===== config.mk =====
export PLATFORM = sky130hd
export DESIGN_NAME = issue_hazard_ctrl
export DESIGN_NICKNAME = d
export VERILOG_FILES = /design/src/rtl/issue_hazard_ctrl.sv
export SDC_FILE = /design/constraint.sdc
export NUM_CORES = 1
export LEC_CHECK = 0
export ABC_AREA = 1
export CAP_MARGIN = 15
export CORE_MARGIN = 1.5
export CORE_UTILIZATION = 56
export CTS_BUF_LIST = sky130_fd_sc_hd__clkbuf_4
export CTS_CLUSTER_DIAMETER = 200
export DETAILED_ROUTE_END_ITERATION = 6
export PLACE_DENSITY = 0.95
export SLEW_MARGIN = 10
export SYNTH_ARGS = -nofsm -noshare
export SYNTH_HDL_FRONTEND = slang
export SYNTH_SLANG_ARGS = --single-unit

===== constraint.sdc =====
create_clock -name clk -period 6.1 [get_ports clk]
set_input_delay 1.22 -clock clk [delete_from_list [all_inputs] [get_ports clk]]
set_output_delay 1.22 -clock clk [all_outputs]
set_load 0.1 [all_outputs]

===== src/rtl/issue_hazard_ctrl.sv =====
// -----------------------------------------------------------------------------
// issue_hazard_ctrl
//
// This block is the sequencing controller for the in-order issue stage. It
// keeps a load scoreboard and a count of in-flight LSU ops. From these it
// drives the issue-stage stall and flush. A RUN/FLUSH/DRAIN FSM handles
// taken branches/jumps and fences.
//
// Parameters
//   MAX_OUTSTANDING : max in-flight LSU ops (1..15)
//   FLUSH_CYCLES    : cycles o_flush is held after a taken branch/jump (1..7)
//   CNT_W           : outstanding-counter width (derived, do not override)
//
// Ports
//   clk, rst_n            : clock, asynchronous active-low reset
//   i_iss_*               : uop currently held in the issue register
//   i_branch_taken        : issue stage resolved a taken branch/jump
//   i_lsu_stall           : LSU back-pressure
//   i_lsu_wb_valid/_wb_rd : load write-back this cycle and its destination
//   i_lsu_done            : one LSU op (load or store) completed
//   o_stall, o_flush      : stall / flush to the issue and decode registers
//   o_busy_mask           : scoreboard, bit n = load pending to xn
//   o_outstanding         : in-flight LSU op count
//   o_state               : FSM state (RUN=0, FLUSH=1, DRAIN=2)
//   o_err                 : sticky counter-underflow error
//
// Optional build macro
//   HAZARD_PERF_CNT_EN : adds the saturating 32-bit counters o_raw_stall_cnt,
//                        o_full_stall_cnt and o_flush_cnt.
//
// Issue handshake: i_iss_valid acts as "valid" and (!o_stall & !o_flush) acts
// as "ready". A uop fires (is consumed) in a RUN cycle where both are true.
// A fence that still has to drain is the exception: it is held until the
// drain completes, and then it fires.
// -----------------------------------------------------------------------------
module issue_hazard_ctrl #(
  parameter int MAX_OUTSTANDING = 4,
  parameter int FLUSH_CYCLES    = 1,
  parameter int CNT_W           = $clog2(MAX_OUTSTANDING + 1)
) (
  input  logic             clk,
  input  logic             rst_n,
  input  logic             i_iss_valid,
  input  logic [4:0]       i_iss_rs1,
  input  logic [4:0]       i_iss_rs2,
  input  logic             i_iss_uses_rs1,
  input  logic             i_iss_uses_rs2,
  input  logic [4:0]       i_iss_rd,
  input  logic             i_iss_is_load,
  input  logic             i_iss_is_store,
  input  logic             i_iss_is_fence,
  input  logic             i_branch_taken,
  input  logic             i_lsu_stall,
  input  logic             i_lsu_wb_valid,
  input  logic [4:0]       i_lsu_wb_rd,
  input  logic             i_lsu_done,
  output logic             o_stall,
  output logic             o_flush,
  output logic [31:0]      o_busy_mask,
  output logic [CNT_W-1:0] o_outstanding,
  output logic [1:0]       o_state,
`ifdef HAZARD_PERF_CNT_EN
  output logic [31:0]      o_raw_stall_cnt,
  output logic [31:0]      o_full_stall_cnt,
  output logic [31:0]      o_flush_cnt,
`endif
  output logic             o_err
);

  typedef enum logic [1:0] {
    ST_RUN   = 2'd0,
    ST_FLUSH = 2'd1,
    ST_DRAIN = 2'd2
  } state_t;

  localparam logic [CNT_W-1:0] MAX_C      = CNT_W'(MAX_OUTSTANDING);
  localparam logic [2:0]       FLUSH_LOAD = 3'(FLUSH_CYCLES);

  state_t           state_q, state_d;
  logic [2:0]       fcnt_q, fcnt_d;
  logic [31:0]      sb_q, sb_d;
  logic [CNT_W-1:0] cnt_q, cnt_d;
  logic             err_q, err_d;
  // This bit is set when DRAIN completes. It lets the held fence fire
  // instead of entering DRAIN again.
  logic             fence_go_q, fence_go_d;

  logic [31:0] clr_mask, set_mask, eff_sb;
  logic        is_lsu, raw_haz, full_haz, flush, stall, fence_hold, fire;
  logic        inc, dec;

  // Hazard detection and issue control
  always_comb begin
    clr_mask = '0;
    if (i_lsu_wb_valid) clr_mask[i_lsu_wb_rd] = 1'b1;
    // A same-cycle write-back is forwarded at retire, so it is not a hazard.
    eff_sb   = sb_q & ~clr_mask;
    is_lsu   = i_iss_is_load | i_iss_is_store;
    raw_haz  = i_iss_valid & ((i_iss_uses_rs1 & eff_sb[i_iss_rs1]) |
                              (i_iss_uses_rs2 & eff_sb[i_iss_rs2]));
    // A completion in the same cycle frees the slot that a new op would take.
    full_haz = i_iss_valid & is_lsu & (cnt_q == MAX_C) & ~i_lsu_done;
    flush    = (state_q == ST_FLUSH);
    stall    = ~flush & ((state_q == ST_DRAIN) |
                         ((state_q == ST_RUN) & (raw_haz | full_haz | i_lsu_stall)));
    fence_hold = (state_q == ST_RUN) & i_iss_valid & i_iss_is_fence & ~fence_go_q;
    fire     = (state_q == ST_RUN) & i_iss_valid & ~stall & ~flush & ~fence_hold;
  end

  // Scoreboard and outstanding counter
  always_comb begin
    set_mask = '0;
    if (fire && i_iss_is_load && (i_iss_rd != 5'd0)) set_mask[i_iss_rd] = 1'b1;
    // If set and clear hit the same rd, set wins.
    sb_d    = (sb_q & ~clr_mask) | set_mask;
    sb_d[0] = 1'b0;

    inc   = fire & is_lsu;
    dec   = i_lsu_done;
    cnt_d = cnt_q;
    err_d = err_q;
    if (inc && !dec) begin
      cnt_d = cnt_q + CNT_W'(1);
    end else if (!inc && dec) begin
      if (cnt_q == '0) err_d = 1'b1;
      else             cnt_d = cnt_q - CNT_W'(1);
    end
  end

  // FSM next state
  always_comb begin
    state_d    = state_q;
    fcnt_d     = fcnt_q;
    fence_go_d = fence_go_q;
    case (state_q)
      ST_RUN: begin
        if (fire || !i_iss_valid) fence_go_d = 1'b0;
        if (fence_hold && !raw_haz) begin
          state_d = ST_DRAIN;
        end else if (i_branch_taken && i_iss_valid && !stall) begin
          state_d = ST_FLUSH;
          fcnt_d  = FLUSH_LOAD;
        end
      end
      ST_FLUSH: begin
        // Branches seen here are ignored. Flush lasts FLUSH_CYCLES cycles.
        fcnt_d = fcnt_q - 3'd1;
        if (fcnt_q <= 3'd1) begin
          state_d = ST_RUN;
          fcnt_d  = 3'd0;
        end
      end
      ST_DRAIN: begin
        if ((cnt_q == '0) && (sb_q == '0)) begin
          state_d    = ST_RUN;
          fence_go_d = 1'b1;
        end
      end
      default: state_d = ST_RUN;
    endcase
  end

  always_ff @(posedge clk or negedge rst_n) begin
    if (!rst_n) begin
      state_q    <= ST_RUN;
      fcnt_q     <= 3'd0;
      sb_q       <= '0;
      cnt_q      <= '0;
      err_q      <= 1'b0;
      fence_go_q <= 1'b0;
    end else begin
      state_q    <= state_d;
      fcnt_q     <= fcnt_d;
      sb_q       <= sb_d;
      cnt_q      <= cnt_d;
      err_q      <= err_d;
      fence_go_q <= fence_go_d;
    end
  end

  assign o_stall       = stall;
  assign o_flush       = flush;
  assign o_busy_mask   = sb_q;
  assign o_outstanding = cnt_q;
  assign o_state       = state_q;
  assign o_err         = err_q;

`ifdef HAZARD_PERF_CNT_EN
  logic raw_evt, full_evt;
  assign raw_evt  = (state_q == ST_RUN) & ~flush & raw_haz;
  assign full_evt = (state_q == ST_RUN) & ~flush & full_haz;

  always_ff @(posedge clk or negedge rst_n) begin
    if (!rst_n) begin
      o_raw_stall_cnt  <= '0;
      o_full_stall_cnt <= '0;
      o_flush_cnt      <= '0;
    end else begin
      if (raw_evt  && (o_raw_stall_cnt  != '1)) o_raw_stall_cnt  <= o_raw_stall_cnt  + 32'd1;
      if (full_evt && (o_full_stall_cnt != '1)) o_full_stall_cnt <= o_full_stall_cnt + 32'd1;
      if (flush    && (o_flush_cnt      != '1)) o_flush_cnt      <= o_flush_cnt      + 32'd1;
    end
  end
`endif

endmodule


Word-level counts from Yosys, hierarchy flattened
Cells that the tools add are included.

word-level totals
  output and inout bits = 40
  input bits = 32
  register bits = 41

cells by class
  bitwise logic cells = 29
  add/subtract/negate cells = 3
  eq/ne operators = 10
  reductions and logical operators = 28
  order comparisons = 7
  mux-type cells = 25

operator list
  operator             count
  $mux 32              2
  $and 32x32->32       1
  $logic_not 32->1     1
  $not 32->32          1
  $or 32x32->32        1
  $lt 5x6->1 const B   4
  $mux 3               6
  $and 1x1->1          15
  $reduce_and 3->1     4
  $bmux 1 s5           2
  $demux 1 s5          2
  $ge 5x1->1 const B   2
  $logic_and 1x1->1    10
  $mux 2               4
  $ne 2x1->1 const B   4
  $mux 1               6
  $not 1->1            6
  $pmux 2 s3           1
  $pmux 3 s2           1
  $reduce_bool 2->1    3
  $sub 3x1->3 const B  2
  $logic_not 1->1      5
  $or 1x1->1           5
  $reduce_bool 5->1    1
  12 further kinds     13

Logic depth before layout (Yosys ltp)
Gate-level depths: netlist (run 1).

  depth after elaboration = 26
  gate-level depth with buffers = 21
  gate-level depth less buffers = 21

Worst setup path after synthesis (run 1)
No wires, ideal clock.

  path type = input-to-output
  from = input port i_iss_rs1[0]
  to = output port o_stall
  setup slack = 1705 ps
  stages = 15
  arrival time = 3175 ps
  required time = 4880 ps
  cell sequence = buf_2 inv_1 buf_1 nand3_1 nand3_1 nand3_1 nand3_1 nand3_1 nand2_1 nand2_1 nand2_1 nand2_2 nand2_1 nand2_1 nand2_1

between the ends
  cells in the longest elaborated chain, start to end = 10

ends and longest elaborated chain
  element                       RTL line  source
  start, declared               44        input logic [4:0] i_iss_rs1,
  $bmux 1 s5                    99        raw_haz = i_iss_valid & ((i_iss_uses_rs1 & eff_sb[i_iss_rs1]) |
  $mux 1 (not written as such)  99
  $and 1x1->1                   99
  $or 1x1->1                    99
  $and 1x1->1                   99
  $or 1x1->1 (2 in a row)       105       ((state_q == ST_RUN) & (raw_haz | full_haz | i_lsu_stall)));
  $and 1x1->1                   105
  $or 1x1->1                    104       stall = ~flush & ((state_q == ST_DRAIN) |
  $and 1x1->1                   104
  end, declared                 57        output logic o_stall,

Every way passes these cells. The select of a mux whose other input is x is not followed.

Worst setup path in the final report (run 1)
Ends and elaborated chain as after synthesis.

==> reports/qor.yml, run 1 <==
global_route:
  via_count_of_the_first_global_routing_pass: 3254
  grt_start_max_net_pins: 42
  grt_use_total_pct: 37.8
  grt_first_pass_wirelength_mm: 16.0
  grt_antenna_before_repair: 0
  grt_overflow: 0
final_layout:
  fraction_of_layout_instances_using_a_drive_strength_above_1_pct: 6.30
  finish.net_count: 544
  area_delta_synth_final_pct: 28.1
  multi_input_comb_area_sq_um: 1730
  seqCellArea_sq_um: 1030
  fillers: 441
  n_antenna_cell: 0
  most_common_cell_after_layout_fill_and_taps_aside: "sky130_fd_sc_hd__nand3_1"
  most-common-layout-cells: "sky130_fd_sc_hd__nand3_1 (127), sky130_fd_sc_hd__nand2_1 (116), sky130_fd_sc_hd__clkdlybuf4s50_1 (68)"
  fin_util_pct: 74.5
critical_path:
  critical_path.cell_chain: "clkdlybuf4s50_1 -> inv_1 -> nand3_1 -> nand3_1 -> nand3_1 -> nand3_1 -> nand3_1 -> nand2_1 -> nand2_1 -> nand2_1 -> nand2_2 -> nand2_1 -> nand2_1 -> nand2_1 -> buf_4"
  worst_path_max_delay_cell: "sky130_fd_sc_hd__clkdlybuf4s50_1"
  maximum_fanout_along_the_worst_path: 17
  worst-setup-path-type: "primary input to primary output"
  timing.critical_path.mode_cell: "sky130_fd_sc_hd__nand2_1"
  crit_path_start: "i_iss_rs1[0]"
  slowest_delay_ps: 930
  cp_data_required_time_ps: 4880
  crit_buf_inv: 3
  worst_setup_path_start_kind: "primary input"
  ff_to_ff_start: "o_busy_mask[15]"
  timing.critical_path.arrival_ps: 3920
  critical-path-top-delay-family: "buffers and inverters"
  worst_setup_path_end_kind: "primary output"
job:
  max_cap_viol_count: 0
clock_tree:
  clk_tree_root_cell: "sky130_fd_sc_hd__clkbuf_4"
  clock_latency_ps: 360
  cts_repair_resize_count: 0
  cts.reportedPaths.clkPinSlew_ps: 130
  total_clock_buffers_created_by_cts: 5
  post_cts_hold_buffer_count: 0
  cts_max_level: 2
  cts_setup_buffers: 0
  clock_sinks: 41
  clock_tree_from_tritoncts: "built"
  cts.path.max_buffers: 2
hold_path:
  worstHoldStart: "o_err"
  holdCritPathClass: "flop to flop"
route:
  postRouteWirelength_mm: 10.3
  vias_cell: 6.12
  via_count: 3535
  detail_route.wl_per_cell_microns: 17.8
  detailedRoute.firstIterationViolations: 400
  drc: 0
  ant_nets_after_route: 0
  detail_route.first_pass.iterations: 5
power_and_ir_drop:
  max-vdd-ir-drop_mv: 0.364
  powerDensity_nw_per_um2: 352
  total_leakage_power_nw: 1.60
  report.power.total_mw: 1.34
sta:
  setup-tns-final_ps: 0
  period_share_pct: 84.3
  max_slew.worst_pin.slew_ps: 1000
  achievable-frequency_mhz: 194
  grt_setup_unrepaired: "no"
  final-max-slew-violation-count: 0
  final-hold-violation-count: 0
  timing.final.crit_period_ps: 5140
  slew_headroom_pct: 33.1
  hold-worst-slack_ps: 473
  finalSetupViolCount: 0
  skew_ps: 9.16
logic_synthesis:
  synth_enable_flop_cells: 0
  synthDominantCellAreaShare_pct: 34.5
  synth_sequential_area_ratio_pct: 34.5
  synth_cell_types: 34
  ys_warn_count: 0
  avgSynthCellArea_sq_um: 6.77
  postSynthNetCount: 476
  ff_latch_count_synth: 41
  async_flop_share_pct: 100
  yosysTopAreaCell: "sky130_fd_sc_hd__dfrtp_1"
  netlist_area_pre_place_sq_um: 2970
  ys_dominant_reg_cell: "sky130_fd_sc_hd__dfrtp_1"
  postSynthCellCount: 439
  post_synth_main_area_contributors: "sky130_fd_sc_hd__dfrtp_1 (35%), sky130_fd_sc_hd__nand3_1 (21%), sky130_fd_sc_hd__nand2_1 (15%)"
floorplanning:
  design.core.area_sq_um: 5110
  die_area_sq_um: 5750
  effective_utilization_at_floorplan_pct: 58.2
  die_w_microns: 75.8
  die_h_microns: 75.8
  num_rows: 26
  io_pins: 72
placement:
  port_buffers: 70
  place.detailed.hpwl_mm: 7.55
  gp_congestion: 0.980
outcome:
  status: "finished clean"
-- cell usage after synthesis (2+ instances only) --
library cell	instances
sky130_fd_sc_hd__ha_1	4
sky130_fd_sc_hd__clkbuf_1	2
sky130_fd_sc_hd__o21ai_2	9
sky130_fd_sc_hd__nor3_1	12
sky130_fd_sc_hd__nor4_1	7
sky130_fd_sc_hd__inv_1	41
sky130_fd_sc_hd__dfrtp_1	41
sky130_fd_sc_hd__nor2_2	2
sky130_fd_sc_hd__o21ai_0	23
sky130_fd_sc_hd__buf_2	3
sky130_fd_sc_hd__xnor2_1	3
sky130_fd_sc_hd__nand3_1	127
sky130_fd_sc_hd__a21oi_1	5
sky130_fd_sc_hd__nor2_1	19
sky130_fd_sc_hd__nand3_2	2
sky130_fd_sc_hd__nor2_4	3
sky130_fd_sc_hd__nand2_1	116
sky130_fd_sc_hd__buf_4	2
sky130_fd_sc_hd__buf_1	2
sky130_fd_sc_hd__nand4_1	2
-- layer usage --
layer	vias up	routed length (microns)	track usage [%]
li1	1622	-	-
met1	1639	4160	52.3
met2	242	4820	58.8
met3	32	1040	7.28
met4	0	261	13.3
met5	-	0	0
-- final cells by class --
cell class              instances  area share (%)
flip-flops and latches         41            27.0
clock buffers                   5           0.987
inverters                      42            4.14
multi-input cells             346            45.5
repair buffers                 71            18.4
clock inverters                 3            1.71
well taps                      70            2.30
-- report_power, final --
part	switching, mW	internal, mW
Combinational	0.537	0.193
Clock	0.0969	0.127
Sequential	0.0637	0.322
-- stage by stage --
stage / cells / setup slack, ps / cell area, sq um
after global routing: 578 / 787 / 3800
after floorplan: 439 / 1710 / 2970
after global placement: 570 / 1160 / 3700
after detailed placement: 570 / 1080 / 3700
final: 578 / 956 / 3800
after CTS: 578 / 1060 / 3800
-- logic make-up after synthesis --
kind of cell / count (synthesis) / share of synthesized area [%]
AOI/OAI and AO/OA: 42 / 8.76
xor gates and xnor gates: 4 / 1.18
buffers and inverters: 52 / 7.20
and+or+nand+nor: 293 / 45.5
DFF: 41 / 34.5
adders and majority gates: 5 / 2.36
muxes: 1 / 0.379
other: 1 / 0.126
-- final timing paths --
| kind | end | slack, ps | depth (start not counted) |
|---|---|---|---|
| worst max-delay path | o_stall | 960 | 15 |
| worst min-delay path | o_err | 470 | 1 |
| worst max register to register | o_outstanding[2] | 3350 | 18 |
| worst min register to register | o_err | 470 | 1 |
| max in group asynchronous | o_busy_mask[19] | 4510 | 1 |
| min in group asynchronous | fcnt_q[0] | 990 | 1 |
-- registers in the layout, summed over array words and instances, names as in the netlist --
name,cells
o_state,2
o_err,1
fence_go_q,1
fcnt_q,3
o_busy_mask,31
o_outstanding,3
Power figures use the tool's default switching activity.
==> run 2: changes to the inputs <==
--- a/config.mk
+++ b/config.mk
@@ -8,11 +8,11 @@
 export ABC_AREA = 1
 export CAP_MARGIN = 15
 export CORE_MARGIN = 1.5
-export CORE_UTILIZATION = 56
+export CORE_UTILIZATION = 52
 export CTS_BUF_LIST = sky130_fd_sc_hd__clkbuf_4
 export CTS_CLUSTER_DIAMETER = 200
 export DETAILED_ROUTE_END_ITERATION = 6
-export PLACE_DENSITY = 0.95
+export PLACE_DENSITY = 0.89
 export SLEW_MARGIN = 10
 export SYNTH_ARGS = -nofsm -noshare
 export SYNTH_HDL_FRONTEND = slang
==> constraint.sdc (replaced) <==
create_clock -name clk -period 4.9 [get_ports clk]
set_input_delay 0.98 -clock clk [delete_from_list [all_inputs] [get_ports clk]]
set_output_delay 0.98 -clock clk [all_outputs]
set_load 0.1 [all_outputs]
==> run 2 against run 1 <==
  * Count of clock-buffer cells in the layout grew 1
  * Cell count rose by 0.52%
  * Global-route usage is 2.0 points lower
  * Via count about the same
  * Hold slack lost 6.1 ps
  * First-iteration DRC count up 6.5%
  * Combinational power rose by 27%
  * Die area increased by 7.4%
  * Non-clock buffer count grew 1
  * Critical path type unchanged
  * Critical endpoint unchanged
==> reports/qor.yml, run 2 (synthesis gave the netlist of run 1 again) <==
route:
  postRouteWirelength_mm: 10.7
  drc: 0
  detail_route.first_pass.iterations: 6
  via_count: 3532
  vias_cell: 6.08
  detailedRoute.firstIterationViolations: 426
  detail_route.wl_per_cell_microns: 18.3
  ant_nets_after_route: 0
global_route:
  grt_first_pass_wirelength_mm: 16.8
  grt.busiest_layer: "met2"
  grt_antenna_before_repair: 0
  grt_use_total_pct: 35.7
  via_count_of_the_first_global_routing_pass: 3378
  global_route.usage.met3_pct: 6.51
  grt_start_max_net_pins: 42
  grt_met1_usage_pct: 49.1
  grt_util_met2_pct: 56.6
  grt_overflow: 0
sta:
  achievable-frequency_mhz: 229
  period_share_pct: 89.0
  final.setup.worst_slack_ps: 537
  setup-tns-final_ps: 0
  final-hold-violation-count: 0
  finalSetupViolCount: 0
  slew_headroom_pct: 34.1
  final-max-slew-violation-count: 0
  timing.final.crit_period_ps: 4360
  grt_setup_unrepaired: "no"
  max_slew.worst_pin.slew_ps: 985
  skew_ps: 5.48
placement:
  port_buffers: 70
  gp_congestion: 1.02
  dp_cells: 573
  post_placement_setup_slack_ps: 542
  place.detailed.hpwl_mm: 7.83
final_layout:
  multi_input_comb_area_sq_um: 1730
  most_common_cell_after_layout_fill_and_taps_aside: "sky130_fd_sc_hd__nand3_1"
  seqCellArea_sq_um: 1030
  final_cells: 581
  largest_register_ffs: 31
  most-common-layout-cells: "sky130_fd_sc_hd__nand3_1 (127), sky130_fd_sc_hd__nand2_1 (116), sky130_fd_sc_hd__clkdlybuf4s50_1 (68)"
  fraction_of_layout_instances_using_a_drive_strength_above_1_pct: 6.48
  fin_util_pct: 68.6
  n_antenna_cell: 0
  fillers: 477
  area_delta_synth_final_pct: 27.3
  finish.net_count: 545
critical_path:
  regToRegEndpoint: "o_outstanding[2]"
  r2r_setup_slack_ps: 2120
  worst_setup_path_start_kind: "primary input"
  worst-setup-path-type: "primary input to primary output"
  rr_worst_depth: 18
  timing.critical_path.arrival_ps: 3380
  worst_setup_path_end_kind: "primary output"
  ff_to_ff_start: "o_busy_mask[15]"
  cp_data_required_time_ps: 3920
  maximum_fanout_along_the_worst_path: 8
hold_path:
  hold_depth: 1
  worstHoldStart: "o_err"
  holdCritPathClass: "flop to flop"
  hold-path-endpoint: "o_err"
floorplanning:
  die_area_sq_um: 6170
  effective_utilization_at_floorplan_pct: 53.9
  num_rows: 27
  die_w_microns: 78.6
  design.core.area_sq_um: 5510
  io_pins: 72
  die_h_microns: 78.6
clock_tree:
  cts_repair_resize_count: 0
  cts_setup_buffers: 0
  clk_tree_root_cell: "sky130_fd_sc_hd__clkbuf_4"
  cts.reportedPaths.clkPinSlew_ps: 120
  post_cts_hold_buffer_count: 0
  clock_sinks: 41
  total_clock_buffers_created_by_cts: 5
  cts.path.max_buffers: 2
  cts_max_level: 2
  clock_latency_ps: 360
  clock_tree_from_tritoncts: "built"
outcome:
  status: "finished clean"
job:
  max_cap_viol_count: 0
power_and_ir_drop:
  powerDensity_nw_per_um2: 419
  total_leakage_power_nw: 1.59
  report.power.total_mw: 1.58
  max-vdd-ir-drop_mv: 0.392
-- run 2: cell count changes in the layout (fill, tap and decap cells not counted) --
cell,before,now
sky130_fd_sc_hd__clkbuf_4,5,6
sky130_fd_sc_hd__buf_12,0,1
sky130_fd_sc_hd__bufinv_16,2,0
sky130_fd_sc_hd__clkinv_2,1,2
-- run 2: report_power, final --
group	total [mW]	internal (mW)	switching, mW
Clock	0.177	0.0603	0.117
Sequential	0.480	0.400	0.0794
Combinational	0.927	0.251	0.677
-- run 2: how the worst max path moves through the flow --
| stage | startpoint | to | slack [ps] | depth (start not counted) |
|---|---|---|---|---|
| finish | i_lsu_wb_rd[0] | o_stall | 540 | 17 |
| global route | i_lsu_wb_rd[0] | o_stall | 350 | 17 |
| CTS | i_lsu_wb_rd[0] | o_stall | 600 | 17 |
| detailed placement | i_lsu_wb_rd[0] | o_outstanding[2] | 540 | 21 |
| global placement | i_lsu_wb_rd[0] | o_stall | 600 | 17 |
| floorplan | i_iss_rs1[0] | o_stall | 990 | 15 |
-- run 2: area by class of cell --
class,instances,share of cell area (%)
inverter,42,4.17
timing repair buffer,72,19.1
tap,72,2.38
multi-input combinational,346,45.8
clock buffer,6,1.19
sequential,41,27.1
clock inverter,2,0.265
-- run 2: layer usage --
layer	vias up	wire, microns
li1	1623	-
met1	1615	4290
met2	262	4940
met3	32	1130
met4	0	284
met5	-	0
-- run 2: worst max-delay path, stage by stage --
cell and delay (ps):
sky130_fd_sc_hd__clkdlybuf4s50_1 560, sky130_fd_sc_hd__nand2_1 90, sky130_fd_sc_hd__nor2_2 370, sky130_fd_sc_hd__nand2_1 190
sky130_fd_sc_hd__nand3_1 100, sky130_fd_sc_hd__nand3_1 90, sky130_fd_sc_hd__nand3_1 80, sky130_fd_sc_hd__nand3_1 100
sky130_fd_sc_hd__nand3_1 90, sky130_fd_sc_hd__nand2_1 50, sky130_fd_sc_hd__nand2_1 50, sky130_fd_sc_hd__nand2_1 70
sky130_fd_sc_hd__nand2_2 100, sky130_fd_sc_hd__nand2_1 60, sky130_fd_sc_hd__nand2_1 110, sky130_fd_sc_hd__nand2_1 100
sky130_fd_sc_hd__buf_12 180
-- run 2: stage by stage --
stage	area, sq um	hold slack, ps
2_1_floorplan	2970	469
3_3_place_gp	3720	438
3_5_place_dp	3720	443
4_1_cts	3780	472
5_1_grt	3780	483
6_report	3780	467
